==> src/rtl/led_ctrl_pkg.sv <==
// Shared mode encodings and breathe-state type for the LED driver.
package led_ctrl_pkg;

  localparam logic [2:0] LED_OFF     = 3'd0;
  localparam logic [2:0] LED_ON      = 3'd1;
  localparam logic [2:0] LED_BLINK   = 3'd2;
  localparam logic [2:0] LED_PWM     = 3'd3;
  localparam logic [2:0] LED_BREATHE = 3'd4;

  typedef enum logic {
    BR_UP   = 1'b0,
    BR_DOWN = 1'b1
  } br_state_e;

endpackage

==> src/rtl/led_chan.sv <==
// One LED channel: blink phase, breathe envelope and the registered pad driver.
module led_chan
  import led_ctrl_pkg::*;
#(
  parameter int PWM_BITS   = 8,
  parameter int BLINK_BITS = 10
) (
  input  logic                  clk,
  input  logic                  reset_,
  input  logic                  tick,
  input  logic [PWM_BITS-1:0]   pwm_cntr,
  input  logic [2:0]            mode,
  input  logic [PWM_BITS-1:0]   duty,
  input  logic [BLINK_BITS-1:0] blink_half,
  output logic                  led
);

  localparam logic [PWM_BITS-1:0]   P_ONE = 1;
  localparam logic [BLINK_BITS-1:0] B_ONE = 1;

  logic [2:0]            mode_q;
  logic                  phase_q, phase_d;
  logic [BLINK_BITS-1:0] half_q, half_d;
  logic [PWM_BITS-1:0]   bright_q, bright_d;
  br_state_e             st_q, st_d;
  logic                  led_q, d;

  logic                  mode_chg;
  logic [BLINK_BITS-1:0] half_max;
  logic [PWM_BITS-1:0]   bright_eff;

  assign mode_chg   = (mode != mode_q);
  // blink_half of 0 behaves like 1: toggle on every tick
  assign half_max   = (blink_half == '0) ? '0 : blink_half - B_ONE;
  assign bright_eff = mode_chg ? '0 : bright_q;

  always_comb begin
    phase_d  = phase_q;
    half_d   = half_q;
    bright_d = bright_q;
    st_d     = st_q;
    if (mode_chg) begin
      phase_d  = 1'b0;
      half_d   = '0;
      bright_d = '0;
      st_d     = BR_UP;
    end else begin
      if (mode == LED_BLINK && tick) begin
        if (half_q >= half_max) begin
          phase_d = ~phase_q;
          half_d  = '0;
        end else begin
          half_d  = half_q + B_ONE;
        end
      end
      if (mode == LED_BREATHE) begin
        if (bright_q > duty) begin
          bright_d = duty;
          st_d     = BR_DOWN;
        end else if (tick) begin
          if (st_q == BR_UP) begin
            if (bright_q < duty) begin
              bright_d = bright_q + P_ONE;
              if (bright_q + P_ONE == duty) st_d = BR_DOWN;
            end else begin
              st_d = BR_DOWN;
            end
          end else begin
            if (bright_q != '0) begin
              bright_d = bright_q - P_ONE;
              if (bright_q == P_ONE) st_d = BR_UP;
            end else begin
              st_d = BR_UP;
            end
          end
        end
      end
    end
  end

  always_comb begin
    d = 1'b0;
    case (mode)
      LED_ON:      d = 1'b1;
      LED_BLINK:   d = mode_chg ? 1'b0 : phase_q;
      LED_PWM:     d = (pwm_cntr < duty);
      LED_BREATHE: d = (pwm_cntr < bright_eff);
      default:     d = 1'b0;
    endcase
  end

  always_ff @(posedge clk or negedge reset_) begin
    if (!reset_) begin
      mode_q   <= LED_OFF;
      phase_q  <= 1'b0;
      half_q   <= '0;
      bright_q <= '0;
      st_q     <= BR_UP;
      led_q    <= 1'b0;
    end else begin
      mode_q   <= mode;
      phase_q  <= phase_d;
      half_q   <= half_d;
      bright_q <= bright_d;
      st_q     <= st_d;
      led_q    <= d;
    end
  end

  assign led = led_q;

endmodule

==> src/rtl/led_ctrl.sv <==
// Multi-channel LED driver: shared prescaler tick and PWM counter feeding per-channel drivers.
module led_ctrl
  import led_ctrl_pkg::*;
#(
  parameter int NR_CHANNELS = 3,
  parameter int PRESCALE    = 25000,
  parameter int PWM_BITS    = 8,
  parameter int BLINK_BITS  = 10
) (
  input  logic                            clk,
  input  logic                            reset_,
  input  logic [3*NR_CHANNELS-1:0]        ch_mode,
  input  logic [PWM_BITS*NR_CHANNELS-1:0] ch_duty,
  input  logic [BLINK_BITS-1:0]           blink_half,
  output logic [NR_CHANNELS-1:0]          led_out,
  output logic                            tick
);

  localparam int                PS_W    = $clog2(PRESCALE);
  localparam logic [PS_W-1:0]   PS_LAST = PS_W'(PRESCALE - 1);
  localparam logic [PS_W-1:0]   PS_ONE  = 1;
  localparam logic [PWM_BITS-1:0] P_ONE = 1;

  logic [PS_W-1:0]     presc_q, presc_d;
  logic [PWM_BITS-1:0] pwm_q, pwm_d;
  logic                tick_q, tick_d;

  assign presc_d = (presc_q == PS_LAST) ? '0 : presc_q + PS_ONE;
  assign pwm_d   = pwm_q + P_ONE;
  // tick lands the cycle after the prescaler sits at its last count
  assign tick_d  = (presc_q == PS_LAST);

  always_ff @(posedge clk or negedge reset_) begin
    if (!reset_) begin
      presc_q <= '0;
      pwm_q   <= '0;
      tick_q  <= 1'b0;
    end else begin
      presc_q <= presc_d;
      pwm_q   <= pwm_d;
      tick_q  <= tick_d;
    end
  end

  assign tick = tick_q;

  for (genvar i = 0; i < NR_CHANNELS; i++) begin : g_ch
    led_chan #(
      .PWM_BITS   (PWM_BITS),
      .BLINK_BITS (BLINK_BITS)
    ) u_chan (
      .clk        (clk),
      .reset_     (reset_),
      .tick       (tick_q),
      .pwm_cntr   (pwm_q),
      .mode       (ch_mode[3*i +: 3]),
      .duty       (ch_duty[PWM_BITS*i +: PWM_BITS]),
      .blink_half (blink_half),
      .led        (led_out[i])
    );
  end

endmodule

==> config.mk <==
export PLATFORM = sky130hd
export DESIGN_NAME = led_ctrl
export DESIGN_NICKNAME = d
export VERILOG_FILES = /design/src/rtl/led_ctrl_pkg.sv /design/src/rtl/led_chan.sv /design/src/rtl/led_ctrl.sv
export SDC_FILE = /design/constraint.sdc
export NUM_CORES = 1
export LEC_CHECK = 0
export ABC_AREA = 1
export BUFFER_PORTS_ARGS = -buffer_cell sky130_fd_sc_hd__buf_2
export CORE_MARGIN = 1
export CORE_UTILIZATION = 63
export CTS_CLUSTER_SIZE = 28
export DETAILED_ROUTE_END_ITERATION = 10
export MAX_ROUTING_LAYER = met4
export PLACE_DENSITY = 0.82
export SLEW_MARGIN = 0
export SYNTH_ARGS = -nofsm -noshare
export SYNTH_HDL_FRONTEND = slang
export SYNTH_SLANG_ARGS = --single-unit
==> constraint.sdc <==
create_clock -name clk -period 2.8 [get_ports clk]
set_input_delay 0.14 -clock clk [delete_from_list [all_inputs] [get_ports clk]]
set_output_delay 0.14 -clock clk [all_outputs]
set_load 0.02 [all_outputs]
==> flow_metrics.tcl <==
set metrics [dict create \
    netlist-cell-type-count 43 \
    cts_root_buffer "sky130_fd_sc_hd__clkbuf_16" \
    layout_min_cycle_time_ns 2.50 \
    routed_wl_um 23200 \
    chipHeight_um 123 \
    row_count 43 \
    post-route-period-util_pct 89.3 \
    dr.first_iter.drc_count 815 \
    pwr-share-seq_pct 46.3 \
    clock_insertion_delay_worst_skew_ns 0.36 \
    globalRoute.totalOverflow 0 \
    route.vias.total 9272 \
    timing.critical_path.arrival_ns 2.79 \
    wl_per_cell_um 14.3 \
    syn_avg_cell_area_um2 6.67 \
    total_leakage_power_nw 5.29 \
    final_max_slew_viol_count 0 \
    detail_route.vias_per_cell 5.71 \
    cts-htree-levels 3 \
    starting_utilization_of_the_core_area_pct 65.5 \
    clkTransAtPathRegs_ns 0.06 \
    postSynth.topFlopCell "sky130_fd_sc_hd__dfrtp_1" \
    place.detailed.hpwl_um 17800 \
    drc 0 \
    vdd_drop_max_v 0.000455 \
    worstMarginPinSlew_ns 0.754 \
    fin_util_pct 71.5 \
    number_of_diodes_added_for_antenna_fixing 0 \
    track_usage_pct 33.9 \
    first_pass_grt_wire_length_um 39300 \
    grt_max_degree 58 \
    drt_pre_antenna_iters 5 \
    hold_violations 0 \
    worstHoldPathType "input pin to flip-flop" \
    clock.fmax_mhz 400 \
    timing.clock.skew_ns 0.0102 \
    grt_pass1_vias 8553 \
    setup-tns-final_ns 0 \
    outcome "finished clean" \
    synth.top_cells.by_area "sky130_fd_sc_hd__dfrtp_1 26%, sky130_fd_sc_hd__ha_1 16%, sky130_fd_sc_hd__nand2_1 15%, sky130_fd_sc_hd__nand3_1 8.9%, sky130_fd_sc_hd__inv_1 6.7%" \
    crit_type "flip-flop to flip-flop" \
    area_growth_pct 9.12 \
    fp.dieArea_um2 15100 \
    port_buffers 48 \
    cts_sinks 96 \
    worst_slack_ns 0.298 \
    final-seq-area_um2 2400 \
    path_max_fanout 18 \
    yosysMostFrequentCell "sky130_fd_sc_hd__nand2_1" \
    intPower_mw 2.19 \
    async_reset_ff_share_pct 100 \
    yosysTopAreaCellShare_pct 26.0 \
    seq_area_frac_synth_pct 26.0 \
    critical_path_endpoint_category "flip-flop" \
    grt_setup_unrepaired "false" \
    gp_congestion 0.955 \
    synthesis.nets 1544 \
    power.share.combinational_pct 14.3 \
    fill_cells 1237 \
    cts-root-to-sink-buffers 2 \
    design.core.area_um2 14100 \
    antenna_violating_nets_post_route 0 \
    whs_ns 0.141 \
    p_total_mw 3.07 \
    power.share.clock_pct 39.4 \
    synth_commonest_cells "362 x sky130_fd_sc_hd__nand2_1, 165 x sky130_fd_sc_hd__inv_1, 165 x sky130_fd_sc_hd__nand3_1" \
    synthesis.area_um2 9230 \
    slew_headroom_pct 49.8 \
    power_switching_mw 0.878 \
    final_layout_size_suffix_gt1_share_pct 7.68 \
    cp-start-kind "flip-flop" \
    cts-resized-gates 0 \
    num_io_pins 49 \
    clock_tree_from_tritoncts "built" \
    num-nets-final 1600 \
    postSynthCellCount 1384 \
    number_of_max_cap_violations 0 \
    cts_post_setup_buffers_inserted 0 \
    die_width_um 123 \
    initial_antenna_violation_count 0 \
    multi_input_area_um2 6020 \
    required_ns 3.09 \
    ys_warn_count 0 \
    synth_edf_count 0 \
    switching_share_pct 28.6 \
    finalSetupViolCount 0 \
    yosys_register_bits 96 \
    power_dens_cells_nw_per_um2 304 \
    dp_slack_ns 0.119 \
    synthDominantAreaCellType "sky130_fd_sc_hd__dfrtp_1" \
    cts_buffers 9 \
]
## cell families (layout without fill, tap and decap cells)
group                    Yosys count  after routing  synth area share [%]
buffers and inverters            201            262                  8.75
AO/OA/AOI/OAI                    161            161                  9.54
AND/OR/NAND/NOR                  774            774                  36.6
flip-flops                        96             96                  26.0
XOR/XNOR                          37             37                  3.51
adder cells (fa/ha/maj)          115            115                  15.6
## placed cells by master (no fill, tap or decap), types with 3 or more instances in the layout
cell / synthesis / routed
sky130_fd_sc_hd__nand2_1: 362 / 362
sky130_fd_sc_hd__inv_1: 165 / 165
sky130_fd_sc_hd__nand3_1: 165 / 165
sky130_fd_sc_hd__nor2_1: 143 / 143
sky130_fd_sc_hd__ha_1: 115 / 115
sky130_fd_sc_hd__dfrtp_1: 96 / 96
sky130_fd_sc_hd__a21oi_1: 69 / 69
sky130_fd_sc_hd__o21ai_0: 60 / 60
sky130_fd_sc_hd__buf_2: 19 / 47
sky130_fd_sc_hd__nand4_1: 34 / 34
sky130_fd_sc_hd__nor3_1: 33 / 33
sky130_fd_sc_hd__xor2_1: 23 / 23
sky130_fd_sc_hd__buf_4: 3 / 18
sky130_fd_sc_hd__xnor2_1: 14 / 14
sky130_fd_sc_hd__dlygate4sd3_1: 0 / 10
sky130_fd_sc_hd__clkbuf_16: 0 / 9
sky130_fd_sc_hd__o21a_1: 8 / 8
sky130_fd_sc_hd__o211ai_1: 7 / 7
sky130_fd_sc_hd__nand2_2: 6 / 6
sky130_fd_sc_hd__nor2_2: 6 / 6
sky130_fd_sc_hd__nand3b_1: 5 / 5
sky130_fd_sc_hd__or2_2: 4 / 4
sky130_fd_sc_hd__and3_1: 4 / 4
sky130_fd_sc_hd__o21bai_1: 4 / 4
sky130_fd_sc_hd__inv_2: 3 / 3
sky130_fd_sc_hd__a2111oi_0: 3 / 3
sky130_fd_sc_hd__nor4_1: 3 / 3
sky130_fd_sc_hd__o21ai_1: 3 / 3
## metal layers
metal	vias up	part of all wire [%]	routed length (um)	global-route usage, %
met5	-	0	0	-
met4	0	2.7	630	11.6
met3	50	6.6	1520	5.12
met2	319	46	10700	53.8
met1	4208	45	10400	44.2
li1	4695	-	-	-
## critical path, stage by stage, from the launching register on
cell and delay (ns):
sky130_fd_sc_hd__dfrtp_1 0.50, sky130_fd_sc_hd__ha_1 0.37, sky130_fd_sc_hd__nand2_1 0.06, sky130_fd_sc_hd__nor2_1 0.23, sky130_fd_sc_hd__nand4_1 0.28, sky130_fd_sc_hd__nand2_2 0.34, sky130_fd_sc_hd__nand3_1 0.18, sky130_fd_sc_hd__nand2_1 0.28
sky130_fd_sc_hd__nand3_1 0.12, sky130_fd_sc_hd__nand2_1 0.08
## power groups by stage
stage / Clock [mW] / Sequential [mW] / Combinational (mW)
after floorplan: 0 / 1.44 / 0.269
after global placement: 0 / 1.45 / 0.411
after detailed placement: 0 / 1.45 / 0.424
after CTS: 1.24 / 1.42 / 0.436
after global routing: 1.30 / 1.42 / 0.498
final: 1.21 / 1.42 / 0.438
## repair_timing
item	CTS	global route
hold endpoints to repair	65	0
setup endpoints to repair	0	0
hold buffers	10	0
## flip-flops by register name (all words and copies together), names as in the netlist
| register | cells |
|---|---|
| g_ch.u_chan.bright_q | 24 |
| g_ch.u_chan.half_q | 30 |
| g_ch.u_chan.led | 3 |
| g_ch.u_chan.mode_q | 9 |
| g_ch.u_chan.phase_q | 3 |
| g_ch.u_chan.st_q | 3 |
| presc_q | 15 |
| pwm_q | 8 |
| tick | 1 |
## through the flow
step	instances	instance area, um^2
final	1625	10100
after global routing	1625	10100
after CTS	1625	10100
after detailed placement	1599	9680
after global placement	1599	9680
after floorplan	1384	9230
## worst paths after layout
check / from / endpoint / slack [ns] / depth (start not counted)
max reg2reg: g_ch[1].u_chan.bright_q[5]$_DFFE_PN0P_ / g_ch[1].u_chan.bright_q[4]$_DFFE_PN0P_ / 0.30 / 9
min reg2reg: presc_q[0]$_DFF_PN0_ / presc_q[0]$_DFF_PN0_ / 0.46 / 1
max in group asynchronous: reset_ / g_ch[0].u_chan.bright_q[4]$_DFFE_PN0P_ / 1.72 / 3
min: ch_duty[19] / g_ch[2].u_chan.bright_q[3]$_DFFE_PN0P_ / 0.14 / 3
min in group asynchronous: reset_ / g_ch[2].u_chan.half_q[0]$_DFFE_PN0P_ / 0.39 / 2
max: g_ch[1].u_chan.bright_q[5]$_DFFE_PN0P_ / g_ch[1].u_chan.bright_q[4]$_DFFE_PN0P_ / 0.30 / 9
## layout make-up
type	instances	share of cell area, %
clock inverters	6	0.522
clock buffers	10	2.37
flip-flops and latches	96	23.8
inverters	170	6.38
well taps	180	2.24
repair buffers	76	4.87
multi-input cells	1087	59.8
No activity file was read; power rests on OpenSTA's default activity.
